`config.mk`:
```
export PLATFORM = sky130hd
export DESIGN_NAME = yc_niu_resp
export DESIGN_NICKNAME = d
export VERILOG_FILES = /design/src/rtl/yc_noc_defs.sv /design/src/rtl/yc_niu_resp.sv
export SDC_FILE = /design/constraint.sdc
export NUM_CORES = 1
export LEC_CHECK = 0
export BUFFER_PORTS_ARGS = -buffer_cell sky130_fd_sc_hd__buf_2
export CELL_PAD_IN_SITES_DETAIL_PLACEMENT = 1
export CELL_PAD_IN_SITES_GLOBAL_PLACEMENT = 1
export CORE_ASPECT_RATIO = 2
export CORE_MARGIN = 5
export CORE_UTILIZATION = 25
export DETAILED_ROUTE_END_ITERATION = 12
export PLACE_DENSITY = 0.48
export SYNTH_ARGS = -nofsm -noshare
export SYNTH_HDL_FRONTEND = slang
export SYNTH_SLANG_ARGS = --single-unit
```
`constraint.sdc`:
```
create_clock -name clk -period 3.3 [get_ports clk]
set_clock_uncertainty 0.2 [all_clocks]
set_input_delay 0.495 -clock clk [delete_from_list [all_inputs] [get_ports clk]]
set_output_delay 0.495 -clock clk [all_outputs]
set_load 0.02 [all_outputs]
```
`src/rtl/yc_noc_defs.sv`:
```
// rtl/yc_noc_defs.sv - shared NoC flit layout, VC/opcode constants and flit builder
package yc_noc_defs;

  localparam int XW = 4;
  localparam int YW = 4;
  localparam int DW = 32;

  localparam logic [1:0] VC_REQ = 2'd0;
  localparam logic [1:0] VC_RSP = 2'd1;

  localparam logic [3:0] OP_READ_REQ  = 4'h1;
  localparam logic [3:0] OP_READ_RSP  = 4'h2;
  localparam logic [3:0] OP_WRITE_REQ = 4'h3;

  typedef struct packed {
    logic [1:0]    vc;
    logic [3:0]    op;
    logic [7:0]    len;
    logic [XW-1:0] src_x;
    logic [YW-1:0] src_y;
    logic [XW-1:0] dst_x;
    logic [YW-1:0] dst_y;
    logic [DW-1:0] data;
  } flit_t;

  function automatic flit_t build_flit(
    input logic [1:0]    vc,
    input logic [3:0]    op,
    input logic [7:0]    len,
    input logic [XW-1:0] src_x,
    input logic [YW-1:0] src_y,
    input logic [XW-1:0] dst_x,
    input logic [YW-1:0] dst_y,
    input logic [DW-1:0] data
  );
    flit_t f;
    f.vc    = vc;
    f.op    = op;
    f.len   = len;
    f.src_x = src_x;
    f.src_y = src_y;
    f.dst_x = dst_x;
    f.dst_y = dst_y;
    f.data  = data;
    return f;
  endfunction

endpackage

```
`src/rtl/yc_niu_resp.sv`:
```
// rtl/yc_niu_resp.sv - NoC endpoint read responder with request FIFO and latency FSM
module yc_niu_resp
  import yc_noc_defs::*;
#(
  parameter int          MY_X        = 0,
  parameter int          MY_Y        = 0,
  parameter int          REQ_DEPTH   = 4,
  parameter int          RSP_LATENCY = 2,
  parameter logic [31:0] RSP_XOR     = 32'h5A5A_5A5A
) (
  input  logic        clk,
  input  logic        rst_n,
  input  logic        rx_valid,
  input  flit_t       rx_flit,
  output logic        rx_ready,
  output logic        tx_valid,
  output flit_t       tx_flit,
  input  logic        tx_ready,
  output logic [15:0] req_count,
  output logic [15:0] rsp_count,
  output logic [15:0] err_count,
  output logic        busy
);

  localparam int AW = (REQ_DEPTH > 1) ? $clog2(REQ_DEPTH) : 1;
  localparam int CW = $clog2(REQ_DEPTH + 1);
  localparam int LW = (RSP_LATENCY > 1) ? $clog2(RSP_LATENCY) : 1;
  localparam int LAT_M1 = (RSP_LATENCY > 0) ? RSP_LATENCY - 1 : 0;
  localparam logic [LW-1:0] LAT_LAST = LW'(LAT_M1);
  localparam logic [XW-1:0] MY_XL = XW'(MY_X);
  localparam logic [YW-1:0] MY_YL = YW'(MY_Y);

  localparam logic [1:0] ST_IDLE = 2'd0;
  localparam logic [1:0] ST_WAIT = 2'd1;
  localparam logic [1:0] ST_SEND = 2'd2;

  // Only the requester coordinates and payload are needed to answer a request
  typedef struct packed {
    logic [XW-1:0] x;
    logic [YW-1:0] y;
    logic [DW-1:0] data;
  } req_t;

  req_t          mem_q [REQ_DEPTH];
  logic [AW-1:0] wr_ptr_q, wr_ptr_d;
  logic [AW-1:0] rd_ptr_q, rd_ptr_d;
  logic [CW-1:0] cnt_q, cnt_d;
  logic [1:0]    state_q, state_d;
  logic [LW-1:0] lat_q, lat_d;
  logic          tx_valid_q, tx_valid_d;
  flit_t         tx_flit_q, tx_flit_d;
  logic [15:0]   req_count_q, req_count_d;
  logic [15:0]   rsp_count_q, rsp_count_d;
  logic [15:0]   err_count_q, err_count_d;

  logic full, empty, accept, is_req, push, pop, rsp_done;
  req_t head, push_data;
  logic unused_len;

  function automatic logic [15:0] sat_inc(input logic [15:0] v, input logic en);
    return (en && v != 16'hFFFF) ? v + 16'd1 : v;
  endfunction

  assign unused_len = ^rx_flit.len;

  // Handshake decode, request classification and FIFO pointer/count update
  always_comb begin
    full      = (cnt_q == CW'(REQ_DEPTH));
    empty     = (cnt_q == '0);
    accept    = rx_valid && !full;
    is_req    = (rx_flit.op == OP_READ_REQ) && (rx_flit.vc == VC_REQ) &&
                (rx_flit.dst_x == MY_XL) && (rx_flit.dst_y == MY_YL);
    push      = accept && is_req;
    pop       = (state_q == ST_IDLE) && !empty;
    rsp_done  = tx_valid_q && tx_ready;
    head      = mem_q[rd_ptr_q];
    push_data = '{x: rx_flit.src_x, y: rx_flit.src_y, data: rx_flit.data};
    wr_ptr_d  = push ? wr_ptr_q + AW'(1) : wr_ptr_q;
    rd_ptr_d  = pop  ? rd_ptr_q + AW'(1) : rd_ptr_q;
    cnt_d     = cnt_q;
    case ({push, pop})
      2'b10:   cnt_d = cnt_q + CW'(1);
      2'b01:   cnt_d = cnt_q - CW'(1);
      default: cnt_d = cnt_q;
    endcase
  end

  // Response FSM: pop into the response register, wait out the latency, hold until taken
  always_comb begin
    state_d    = state_q;
    lat_d      = lat_q;
    tx_valid_d = tx_valid_q;
    tx_flit_d  = tx_flit_q;
    case (state_q)
      ST_IDLE: begin
        if (pop) begin
          tx_flit_d = build_flit(VC_RSP, OP_READ_RSP, 8'd1, MY_XL, MY_YL,
                                 head.x, head.y, head.data ^ RSP_XOR);
          lat_d     = '0;
          if (RSP_LATENCY == 0) begin
            state_d    = ST_SEND;
            tx_valid_d = 1'b1;
          end else begin
            state_d = ST_WAIT;
          end
        end
      end
      ST_WAIT: begin
        if (lat_q == LAT_LAST) begin
          state_d    = ST_SEND;
          tx_valid_d = 1'b1;
          lat_d      = '0;
        end else begin
          lat_d = lat_q + LW'(1);
        end
      end
      ST_SEND: begin
        if (tx_ready) begin
          state_d    = ST_IDLE;
          tx_valid_d = 1'b0;
        end
      end
      default: begin
        state_d    = ST_IDLE;
        tx_valid_d = 1'b0;
      end
    endcase
  end

  // Saturating event counters; independent events on one edge all apply
  always_comb begin
    req_count_d = sat_inc(req_count_q, push);
    err_count_d = sat_inc(err_count_q, accept && !is_req);
    rsp_count_d = sat_inc(rsp_count_q, rsp_done);
  end

  // Request storage; contents are qualified by the count so they need no reset
  always_ff @(posedge clk) begin
    if (push) mem_q[wr_ptr_q] <= push_data;
  end

  // Control state, response register and counters
  always_ff @(posedge clk or negedge rst_n) begin
    if (!rst_n) begin
      wr_ptr_q    <= '0;
      rd_ptr_q    <= '0;
      cnt_q       <= '0;
      state_q     <= ST_IDLE;
      lat_q       <= '0;
      tx_valid_q  <= 1'b0;
      tx_flit_q   <= '0;
      req_count_q <= '0;
      rsp_count_q <= '0;
      err_count_q <= '0;
    end else begin
      wr_ptr_q    <= wr_ptr_d;
      rd_ptr_q    <= rd_ptr_d;
      cnt_q       <= cnt_d;
      state_q     <= state_d;
      lat_q       <= lat_d;
      tx_valid_q  <= tx_valid_d;
      tx_flit_q   <= tx_flit_d;
      req_count_q <= req_count_d;
      rsp_count_q <= rsp_count_d;
      err_count_q <= err_count_d;
    end
  end

  assign rx_ready  = !full;
  assign tx_valid  = tx_valid_q;
  assign tx_flit   = tx_flit_q;
  assign req_count = req_count_q;
  assign rsp_count = rsp_count_q;
  assign err_count = err_count_q;
  assign busy      = !empty || (state_q != ST_IDLE);

endmodule

```
Yosys cells after proc, flatten, opt, wreduce, memory -nomap -nowiden
Memory sizes are Yosys's and may differ from the RTL's.
Index checks and enable logic that the tools add are counted.
W data, S select, Z words.
Word-level totals
  register bits after elaboration: 100
  RAM bits: 160
  output and inout bits: 113
  memories: 1
Cells by class
  add/subtract/negate cells: 8
  eq/ne operators: 12
  mux-type cells: 13
  bitwise logic cells: 2
  reduce and logical (&&, ||, !) cells: 27
Memories
  mem_q: depth 4, bits a word 40, read ports 1, clocked after memory_dff 0, write ports 1, line yc_niu_resp.sv:44  | req_t mem_q [REQ_DEPTH];
Operators by type and width (count)
  $add A16 B1 Y16 const B: 3
  $ne A16 B16 Y1 const B: 3
  $not A16 Y16: 1
  $logic_and A1 B1 Y1: 11
  $logic_not A4 Y1: 2
  $mux W1: 6
  $mux W2: 3
  $ne A2 B2 Y1 const B: 3
  $pmux W2 S3: 1
  $pmux W3 S2: 1
  $reduce_and A3 Y1: 2
  $reduce_bool A2 Y1: 3
  $add A2 B1 Y2 const B: 2
  $eq A2 B1 Y1 const B: 2
  $eq A2 B2 Y1 const B: 2
  $eq A4 B1 Y1 const B: 1
  $logic_not A2 Y1: 2
  $reduce_and A2 Y1: 2
  $add A3 B1 Y3 const B: 1
  $eq A3 B3 Y1 const B: 1
  $logic_not A1 Y1: 3
  $logic_not A3 Y1: 1
  $pmux W1 S3: 1
  $sub A3 B1 Y3 const B: 1
  4 further kinds: 4

Longest topological paths before layout
Gate-level depths: netlist (run 1).
  word-level depth: 7
  gate-level depth with buffers: 11

Least setup slack after synthesis (run 1)
OpenSTA, ideal clock, no wires.
  path kind: input-to-reg
  start: input rx_flit[60] (netlist bit)
  end: memory mem_q[0][0] (netlist bit) (enable)
  arrival: 2.237 ns
  path slack: 0.462 ns
  stages on the path: 4
  path buffers: 1
  cell sequence: nor4_4 > and4_1 > buf_2 > and3_1
On the way
  word-level cells in the longest chain between the ends: 7
Ends and longest elaborated chain
  start: declaration: line yc_niu_resp.sv:14  | input flit_t rx_flit,
  $logic_not A2 Y1: line yc_niu_resp.sv:71  | is_req = (rx_flit.op == OP_READ_REQ) && (rx_flit.vc == VC_REQ) &&
  $logic_and A1 B1 Y1 (2 in a row): line yc_niu_resp.sv:71
  $logic_and A1 B1 Y1: line yc_niu_resp.sv:72  | (rx_flit.dst_x == MY_XL) && (rx_flit.dst_y == MY_YL);
  $logic_and A1 B1 Y1: line yc_niu_resp.sv:73  | push = accept && is_req;
  $mux W1: line yc_niu_resp.sv:139  | if (push) mem_q[wr_ptr_q] <= push_data;
  $mux W1 (not written as such): line yc_niu_resp.sv:139
  end: declaration: line yc_niu_resp.sv:44
No other way between the ends.

Worst setup path after layout (run 1)
  start: register cnt_q[0]
  end: register cnt_q[2]
On the way
  word-level cells in the longest chain between the ends: 6
  elaborated cells on any way between the ends: 13
Ends and longest elaborated chain
  start: declaration: line yc_niu_resp.sv:47  | logic [CW-1:0] cnt_q, cnt_d;
  start signal: assignment: line yc_niu_resp.sv:158  | cnt_q <= cnt_d;
  $eq A3 B3 Y1: line yc_niu_resp.sv:68  | full = (cnt_q == CW'(REQ_DEPTH));
  $logic_not A1 Y1: line yc_niu_resp.sv:70  | accept = rx_valid && !full;
  $logic_and A1 B1 Y1: line yc_niu_resp.sv:70
  $logic_and A1 B1 Y1: line yc_niu_resp.sv:73
  $eq A2 B1 Y1 / $eq A2 B2 Y1 (equally long branches): line yc_niu_resp.sv:81  | case ({push, pop})
  $pmux W3 S2 / $reduce_bool A2 Y1 (equally long branches)
Parallel ways exist; a longest one is shown, timed or not.
A chain may end at the register's enable or synchronous reset.

==> impl_results.md, run 1 <==
- Outcome: complete, no violations
- Layout cells sized above 1: 0.309
- Fin crit share: 0.783
- Setup-failing EPs final: 0
- Final Net Count: 943
- Ports: 179
- Mean Syn Cell Area: 15.8 sq um
- Clk pwr share: 0.302
- Gr usage total: 0.113
- Site row count: 105
- Hold crit path type: primary input to register
- Share of the synthesized area in the top cell type: 0.462
- Ys async rst share: 0.385
- CP Data Required Time: 3560 ps
- DR WL/cell: 18.3 microns
- Internal power: 6.76 mW
- Pre-antenna DRT Iters: 4
- Tightest Pin Transition: 780 ps
- Remaining DRCs: 0
- Vias in the first global route: 6,850
- Critical path's largest stage delay: 490 ps
- Post-layout minimum cycle time: 2580 ps
- Critical path startpoint category: register
- P_sw: 3.32 mW
- N_diodes: 0
- Critical path's slowest cell: or3b_2
- WP data arrival: 2850 ps
- Initial antenna violation count: 0
- Hold Crit Start: rx_flit[57]
- Max frequency: 387 MHz
- ANT nets after route: 0
- Sequential share of the synthesized area: 0.703
- DRT Wirelength: 26,100 microns
- Largest net degree at the start of global routing: 60
- Post-synthesis register bit count: 260
- Max cap viols: 0
- Final Util: 0.319
- Worst-path clk slew: 70 ps
- Cts repair resizes: 0
- Number of port buffers: 151
- Gate power share: 0.272
- Critical R2R Launch: cnt_q[0]
- Via/cell ratio: 4.26
- HPWL Detailed: 16,600 microns
- Power density over the cells: 769 nW/um^2
- Via Count: 6,063
- Final Slew Violations: 0
- First-pass GRT wire length: 40,800 microns
- Starting DRT DRC Count: 132
- Post-synth EDFFs: 160
- Post-Syn Instances: 660
- Commonest non-fill, non-tap cell in the layout: edfxtp_1
- Total die area: 46,000 sq um
- Sw Ratio: 0.330
- Max_slew headroom: 0.480
- Critical path class: register to register
- Critical Path Source: cnt_q[0]
- # Post-CTS Setup Buffers: 0
- TNS Setup: 0 ps
- Total power: 10.1 mW
- Core area: 41,100 sq um
- Inserted Clock Buffers: 26
- Cell area after synthesis: 10,400 sq um
- Most frequent cells in the layout: edfxtp_1, buf_2, nand2_1, dfrtp_1, dlygate4sd3_1
- Fin. Hold Viols: 0
- Bufs on Longest Clock Path: 3
- Initial Util: 0.253
- Leakage power: 5.29 nW
- Yosys top cell by area: edfxtp_1
- Synth Flop Type: edfxtp_1
- Grt ovf: 0
- Flop pwr share: 0.426
- Worst-Skew Late Latency: 530 ps
- RSZ-0062 raised after global routing: false
- Die H: 298 microns
- Top cells by area, synth: edfxtp_1, dfrtp_1, mux4_2
- Most used cell, CP: xor2_1
- Die Wd: 154 microns
- Ys Warns: 0
- Layout area overhead: 26.1%
- CTS root buf: clkbuf_16
- CTS sink count: 260
- Gpl congestion: 0.698
- Synth unique cells: 50
- Cell Chain, Critical Path: or3b_2 > nand2_1 > nor2_4 > inv_2 > ha_1 > inv_1 > fa_1 > xor2_1 > nor2_1 > xor2_1
- Worst ir drop on vdd: 418 uV
- CTS tree: yes
- Critical Path Sink Type: register
- Critical path fanouts, max: 5
- H-tree Lvls: 1
power by group through the flow:
stage | combinational, mW | sequential, mW | clock (mW)
after detailed placement | 2.83 | 4.39 | 0
after global routing | 3.06 | 4.38 | 3.32
final | 2.74 | 4.30 | 3.05
after global placement | 2.80 | 4.38 | 0
after floorplan | 1.58 | 4.55 | 0
after CTS | 2.87 | 4.33 | 3.19
worst paths after layout:
path,depth (start not counted),slack (ps),end
worst max register to register,10,720,cnt_q[2]
worst max-delay path,10,720,cnt_q[2]
worst min-delay path,5,230,wr_ptr_q[0]
min in group asynchronous,2,280,rsp_count[6]
max in group asynchronous,3,1880,err_count[3]
worst min register to register,2,270,tx_flit[5]
cell families after synthesis:
group	count (synthesis)	synth area share
muxes	47	0.0948
buffers and inverters	55	0.0290
AOI/OAI and AO/OA	34	0.0225
xor gates and xnor gates	45	0.0379
and+or+nand+nor	209	0.101
other	1	0.000361
DFF	260	0.703
adders and majority gates	9	0.0116
state kept, by name, indices dropped and copies added, names as in the netlist:
| register | count |
|---|---|
| cnt_q | 3 |
| err_count | 16 |
| lat_q | 1 |
| mem_q | 160 |
| rd_ptr_q | 2 |
| req_count | 16 |
| rsp_count | 16 |
| state_q | 2 |
| tx_flit | 41 |
| tx_valid | 1 |
| wr_ptr_q | 2 |
metal layers:
| layer | share of wire | up-vias | global-route usage |
|---|---|---|---|
| li1 | - | 2792 | - |
| met1 | 0.37 | 3093 | 0.124 |
| met2 | 0.56 | 150 | 0.218 |
| met3 | 0.054 | 28 | 0.0194 |
| met4 | 0.020 | 0 | 0.0324 |
| met5 | 0 | - | 0 |
timing repair:
item                                    CTS  global route
hold buffers                             42             0
hold endpoints to repair                194             0
endpoints found under the setup margin    0             0
critical path, delay by kind of cell (launching register included):
family                   cells  cell delay, ps
buffers and inverters        2             150
flip-flops                   1             420
adder cells (fa/ha/maj)      2             560
AND/OR/NAND/NOR              4             890
XOR/XNOR                     2             290
final cells by class:
class / instances / area (sq um)
clock buffers: 31 / 711
multi-input cells: 363 / 2870
flip-flops and latches: 260 / 7310
inverters: 12 / 45.0
fillers: 4398 / 28000
clock inverters: 17 / 164
well taps: 535 / 669
repair buffers: 205 / 1340
per-stage QoR:
step           setup WS [ps]  hold WS, ps  cell area, sq um  std cells
6_report                 716          228             13100       1423
5_1_grt                  579          221             13100       1423
4_1_cts                  672          193             13100       1423
3_5_place_dp             654          259             11800       1333
3_3_place_gp             668          259             11800       1333
2_1_floorplan            462       -0.591             10500        678
cells in the mapped netlist (all sizes together) (11+ instances only):
master,instances
and3,15
nand3,19
xnor2,23
mux4,40
buf,33
dfrtp,100
edfxtp,160
inv,11
nand2,116
o21ai,19
nor2,19
xor2,22
Note: power is estimated with default switching activity, not from simulation.
==> inputs of run 2 (changes only) <==
PLACE_DENSITY = 0.5   (was 0.48)
clock period = 2.15 ns   (was 3.3 ns; I/O delays follow)
==> run 2 against run 1 <==
Effect of this change: the flow now finishes with violations (setup timing); via count grew 2.6%; critical path type unchanged; highest routed layer unchanged; sequential share of layout area shrank 2.8 points; critical path depth stayed put; clock power up 55%; final area rose by 5.4%; power rose by 59%; global-route usage grew 0.28 points; utilization up 1.7 points.
==> impl_results.md, run 2 (synthesis gave the netlist of run 1 again) <==
- Outcome: finished, violations left
- Violations in the final reports: setup timing
- CTS root buf: clkbuf_16
- Layout cells sized above 1: 0.360 (+0.0517)
- Total die area: 46,000 sq um (unchanged)
- Via/cell ratio: 4.18 (-1.8%)
- CP Buf/Inv Count: 2 (unchanged)
- Grt ovf: 0 (unchanged)
- Worst-Skew Late Latency: 530 ps (about the same)
- H-tree Lvls: 1 (unchanged)
- Pre-antenna DRT Iters: 4 (unchanged)
- Initial Util: 0.253 (unchanged)
- Final Slew Violations: 0 (unchanged)
- Fin. Hold Viols: 0 (unchanged)
- HPWL Detailed: 18,300 microns (+11%)
- CTS tree: yes
- Top reg by flops: mem_q
- Gpl congestion: 0.707 (+1.4%)
- Critical path fanouts, max: 3 (-2)
- CTS sink count: 260 (unchanged)
- Core area: 41,100 sq um (unchanged)
- Worst ir drop on vdd: 680 uV (+63%)
- Leakage power: 5.70 nW (+7.7%)
- Critical path class: register to register
- Site row count: 105 (unchanged)
- Cell Chain, Critical Path: or3b_4 > nand2_4 > nor2_4 > inv_2 > ha_4 > inv_2 > fa_2 > xor2_1 > nor2_1 > xor2_1
- Via Count: 6,222 (+2.6%)
- Die H: 298 microns (unchanged)
- Critical Path Sink Type: register
- Fin cells: 1,487 (+4.5%)
- N_diodes: 0 (unchanged)
- DR WL/cell: 18.0 microns (-1.9%)
- Delay-heaviest family, CP: simple AND/OR/NAND/NOR gates
- Number of port buffers: 151 (unchanged)
- Final Net Count: 1,009 (+7.0%)
- Setup-failing EPs final: 1 (+1)
- Vias in the first global route: 6,986 (+2.0%)
- R2R depth: 10 (unchanged)
- Power density over the cells: 1160 nW/um^2 (+51%)
- ANT nets after route: 0 (unchanged)
- Initial antenna violation count: 0 (unchanged)
- Critical path's slowest cell: or3b_4
- Starting DRT DRC Count: 160 (+21%)
- Hold crit path type: primary input to register
- Post-layout minimum cycle time: 2200 ps (-382 ps)
- Die Wd: 154 microns (unchanged)
- Commonest non-fill, non-tap cell in the layout: edfxtp_1
- Total power: 16.1 mW (+59%)
- Gr usage total: 0.116 (+0.00281)
- Levels on crit path: 10 (unchanged)
- Reg2Reg Setup Slack: -50 ps (-770 ps)
- First-pass GRT wire length: 41,300 microns (+1.2%)
- Max_slew headroom: 0.449 (-0.0311)
- Inserted Clock Buffers: 25 (-3.8%)
- Critical path startpoint category: register
- Filler cell count in the final layout: 4,352 (-1.0%)
- Largest net degree at the start of global routing: 60 (unchanged)
- Largest register FFs: 160 (unchanged)
- DRT Wirelength: 26,700 microns (+2.5%)
- Most frequent cells in the layout: edfxtp_1, buf_2, nand2_1, dfrtp_1, buf_4
- Ports: 179 (unchanged)
- Setup slack after layout: -52.2 ps (-768 ps)
- Max frequency: 454 MHz (+17%)
- Layout area overhead: 32.9%
- Worst-path clk slew: 70 ps (about the same)
- Tightest Pin Transition: 824 ps (+43.9 ps)
- CP Data Required Time: 2390 ps (-1170 ps)
- Max cap viols: 0 (unchanged)
- Inst Count DP: 1,396 (+4.7%)
- Remaining DRCs: 0 (unchanged)
- Fin crit share: 1.02 (+0.241)
- WP data arrival: 2440 ps (-410 ps)
- Worst Hold Depth: 6 (+1)
- Bufs on Longest Clock Path: 3 (unchanged)
- RSZ-0062 raised after global routing: true
- Critical path's largest stage delay: 410 ps (-80 ps)
-- run 2: worst paths after layout --
check | end | start
worst max-delay path | cnt_q[2] | cnt_q[1]
worst min register to register | tx_flit[0] | tx_flit[0]
min in group asynchronous | tx_flit[16] | rst_n
max in group asynchronous | tx_flit[10] | rst_n
worst max register to register | cnt_q[2] | cnt_q[1]
worst min-delay path | cnt_q[0] | rx_valid
-- run 2: area by class of cell --
type	instances	area, sq um	area share
Tap cell	535	669	0.0485
Multi-Input combinational cell	363	2920	0.211
Timing Repair Buffer	272	2000	0.145
Clock inverter	13	200	0.0145
Clock buffer	32	672	0.0486
Sequential cell	260	7310	0.529
Inverter	12	46.3	0.00335
-- run 2: timing repair --
item / CTS / global route
hold endpoints to repair: 262 / 0
gates resized for setup: 1 / 1
hold buffers: 43 / 0
setup buffers: 2 / 1
endpoints found under the setup margin: 12 / 5
pin swaps: 2 / 0
-- run 2: tightest hold or removal path, delay by kind of cell --
| family | cells | cell delay, ps |
|---|---|---|
| buffers and inverters | 2 | 180 |
| AND/OR/NAND/NOR | 2 | 110 |
| adder cells (fa/ha/maj) | 1 | 150 |
| XOR/XNOR | 1 | 60 |
-- run 2: where the power goes --
group	internal [mW]	switching, mW	leakage (nW)
logic	2.14	2.84	2.57
clock network	2.82	1.91	0.427
registers	5.92	0.425	2.71
total	10.9	5.17	5.70
-- run 2: metal layers --
layer | GRT usage | vias up | part of all wire | routed length [microns]
li1 | - | 2911 | - | -
met5 | 0 | - | 0 | 0
met2 | 0.234 | 140 | 0.59 | 15700
met3 | 0.0171 | 31 | 0.048 | 1270
met1 | 0.121 | 3140 | 0.35 | 9280
met4 | 0.0303 | 0 | 0.018 | 488
-- run 2: metrics by stage --
step	utilization	worst slack (ps)	cell area (sq um)	TNS, ps	hold WS [ps]
after floorplan	-	-98.0	10500	-7930	-173
after global placement	0.303	-138	12500	-13690	31.5
after detailed placement	0.303	-125	12500	-11270	36.7
after CTS	0.336	-83.7	13800	-108	116
after global routing	0.336	-172	13800	-367	140
final	0.336	-52.2	13800	-52.2	149
==> inputs of run 3 (changes only) <==
RECOVER_POWER = 100   (was default)
SETUP_SLACK_MARGIN = 0.1   (was default)
==> run 3 against run 2 <==
Effect of this change: the run still ends with setup timing left; register-to-register slack better by 20 ps; first-iteration DRC count is 13% higher; die area stayed put; wire length is 6.5% higher; maximum frequency is 0.91% higher; final area is 3.0% higher; sequential power hardly changed; largest power group unchanged; highest routed layer unchanged.
==> impl_results.md, run 3 (synthesis gave the netlist of run 1 again) <==
- Outcome: finished, violations left
- Violations in the final reports: setup timing
- WP data arrival: 2410 ps (-30 ps)
- ANT nets after route: 0 (unchanged)
- Worst ir drop on vdd: 673 uV (-1.1%)
- Clk pwr share: 0.282 (-0.012)
- Design Area, Final: 14,200 sq um (+3.0%)
- DRT Wirelength: 28,400 microns (+6.5%)
- Initial antenna violation count: 0 (unchanged)
- CTS tree: yes
- Gr usage total: 0.115 (about the same)
- Inserted Clock Buffers: 26 (+4.0%)
- Power density over the cells: 1120 nW/um^2 (-3.9%)
- Critical Path Source: cnt_q[1]
- Setup-failing EPs final: 9 (+8)
- Die Wd: 154 microns (unchanged)
- CP Buf/Inv Count: 2 (unchanged)
- First-pass GRT wire length: 41,700 microns (+0.97%)
- Total die area: 46,000 sq um (unchanged)
- Site row count: 105 (unchanged)
- Hold crit path type: primary input to register
- Gate power share: 0.320 (+0.010)
- Final Slew Violations: 0 (unchanged)
- Number of port buffers: 151 (unchanged)
- Post-layout minimum cycle time: 2180 ps (-19.8 ps)
- DR WL/cell: 18.8 microns (+4.8%)
- P_sw: 5.26 mW (+1.8%)
- Cell area after placement: 12,400 sq um (-0.77%)
- Via Count: 6,418 (+3.2%)
- Bufs on Longest Clock Path: 3 (unchanged)
- Total power: 15.9 mW (-1.1%)
- Grt ovf: 0 (unchanged)
- Fin. Hold Viols: 0 (unchanged)
- Critical path fanouts, max: 3 (unchanged)
- N_diodes: 0 (unchanged)
- Core area: 41,100 sq um (unchanged)
- Max_slew headroom: 0.475 (+0.0257)
- Hold Crit Start: rx_valid
- Final Net Count: 1,031 (+2.2%)
- RSZ-0062 raised after global routing: true
- Largest net degree at the start of global routing: 60 (unchanged)
- Worst-path clk slew: 70 ps (about the same)
- H-tree Lvls: 1 (unchanged)
- Worst-Skew Late Latency: 550 ps (+20 ps)
- Die H: 298 microns (unchanged)
- Critical Path Sink Type: register
- Initial Util: 0.253 (unchanged)
- Critical R2R Launch: cnt_q[1]
- CTS sink count: 260 (unchanged)
- CTS root buf: clkbuf_16
- Leakage power: 5.82 nW (+2.0%)
- Critical path's slowest cell: or3b_4
- Fin crit share: 1.02 (-0.00920)
- Critical path startpoint category: register
- HPWL Detailed: 18,100 microns (-1.2%)
- Tightest Pin Transition: 788 ps (-35.9 ps)
- Setup slack after layout: -32.4 ps (+19.8 ps)
- Delay-heaviest family, CP: simple AND/OR/NAND/NOR gates
- Critical path class: register to register
- Internal power: 10.6 mW (-2.4%)
- Vias in the first global route: 7,132 (+2.1%)
- Flop pwr share: 0.399 (+0.003)
- Ports: 179 (unchanged)
- Max frequency: 458 MHz (+0.91%)
- Sw Ratio: 0.331 (+0.00919)
- Top reg by flops: mem_q
- Largest register FFs: 160 (unchanged)
- Layout area overhead: 36.8%
- Commonest non-fill, non-tap cell in the layout: edfxtp_1
- Most frequent cells in the layout: edfxtp_1, nand2_1, buf_2, dfrtp_1, buf_4
- Pre-antenna DRT Iters: 4 (unchanged)
- Gpl congestion: 0.702 (-0.81%)
- TNS Setup: -62.7 ps (-10.6 ps)
- CP Data Required Time: 2370 ps (-20 ps)
- Cell Chain, Critical Path: or3b_4 > nand2_4 > nor2_4 > inv_2 > ha_4 > inv_2 > fa_2 > xor2_1 > nor2_1 > xor2_1
- Starting DRT DRC Count: 181 (+13%)
- Layout cells sized above 1: 0.353 (-0.00681)
- Via/cell ratio: 4.25 (+1.5%)
- Remaining DRCs: 0 (unchanged)
- Critical path's largest stage delay: 430 ps (+20 ps)
- Max cap viols: 0 (unchanged)
[run 3: cell count changes in the layout (fill, tap and decap cells not counted), sizes merged]
cell,before,now
bufinv,5,1
buf,229,197
dlygate4sd3,43,42
clkinvlp,1,4
clkinv,7,10
clkbuf,32,87
[run 3: final timing paths]
kind	end	depth (start not counted)	slack, ps
setup / recovery	cnt_q[2]	10	-30
hold / removal	wr_ptr_q[0]	5	120
setup reg to reg	cnt_q[2]	10	-30
hold reg to reg	tx_flit[10]	2	270
max in group asynchronous	rd_ptr_q[0]	3	230
min in group asynchronous	rsp_count[10]	2	180
[run 3: area by class of cell]
class / instances / area, sq um
flip-flops and latches: 260 / 7320
repair buffers: 293 / 2320
fillers: 4336 / 26900
multi-input cells: 363 / 3040
well taps: 535 / 669
clock inverters: 15 / 113
inverters: 12 / 46.3
clock buffers: 33 / 718
[run 3: power by group through the flow]
stage,Combinational (mW),Sequential [mW],Clock (mW)
after floorplan,2.48,7.00,0
after global placement,4.92,6.43,0
after detailed placement,4.99,6.45,0
after CTS,5.18,6.35,4.67
after global routing,5.62,6.41,4.88
final,5.08,6.33,4.47
[run 3: worst register-to-register path, stage by stage (launching register included)]
cell and delay, ps:
dfrtp_1 410, or3b_4 430, nand2_4 80, nor2_4 40, inv_2 70, ha_4 130, inv_2 30, fa_2 330
xor2_1 140, nor2_1 60, xor2_1 150
[run 3: metal layers]
metal	vias up	share of wire	GRT usage
li1	2967	-	-
met1	3261	0.35	0.123
met2	156	0.57	0.227
met3	34	0.051	0.0204
met4	0	0.021	0.0333
met5	-	0	0
[run 3: through the flow]
stage,hold slack (ps),setup WS (ps),util,std cells
CTS,40.5,-47.5,0.336,1486
floorplan,-173,-98.0,-,678
global route,125,-109,0.346,1511
global placement,92.0,-93.4,0.301,1389
detailed placement,93.6,-94.2,0.301,1389
finish,125,-32.4,0.346,1511
[run 3: repair_timing]
action                                 CTS  global route
hold buffers                            42             0
cloned                                   1            16
endpoints found under the hold margin  262             0
setup endpoints to repair              128           205
pin swaps                                8             6
buffers inserted                         6             9
resized for setup                       21            28
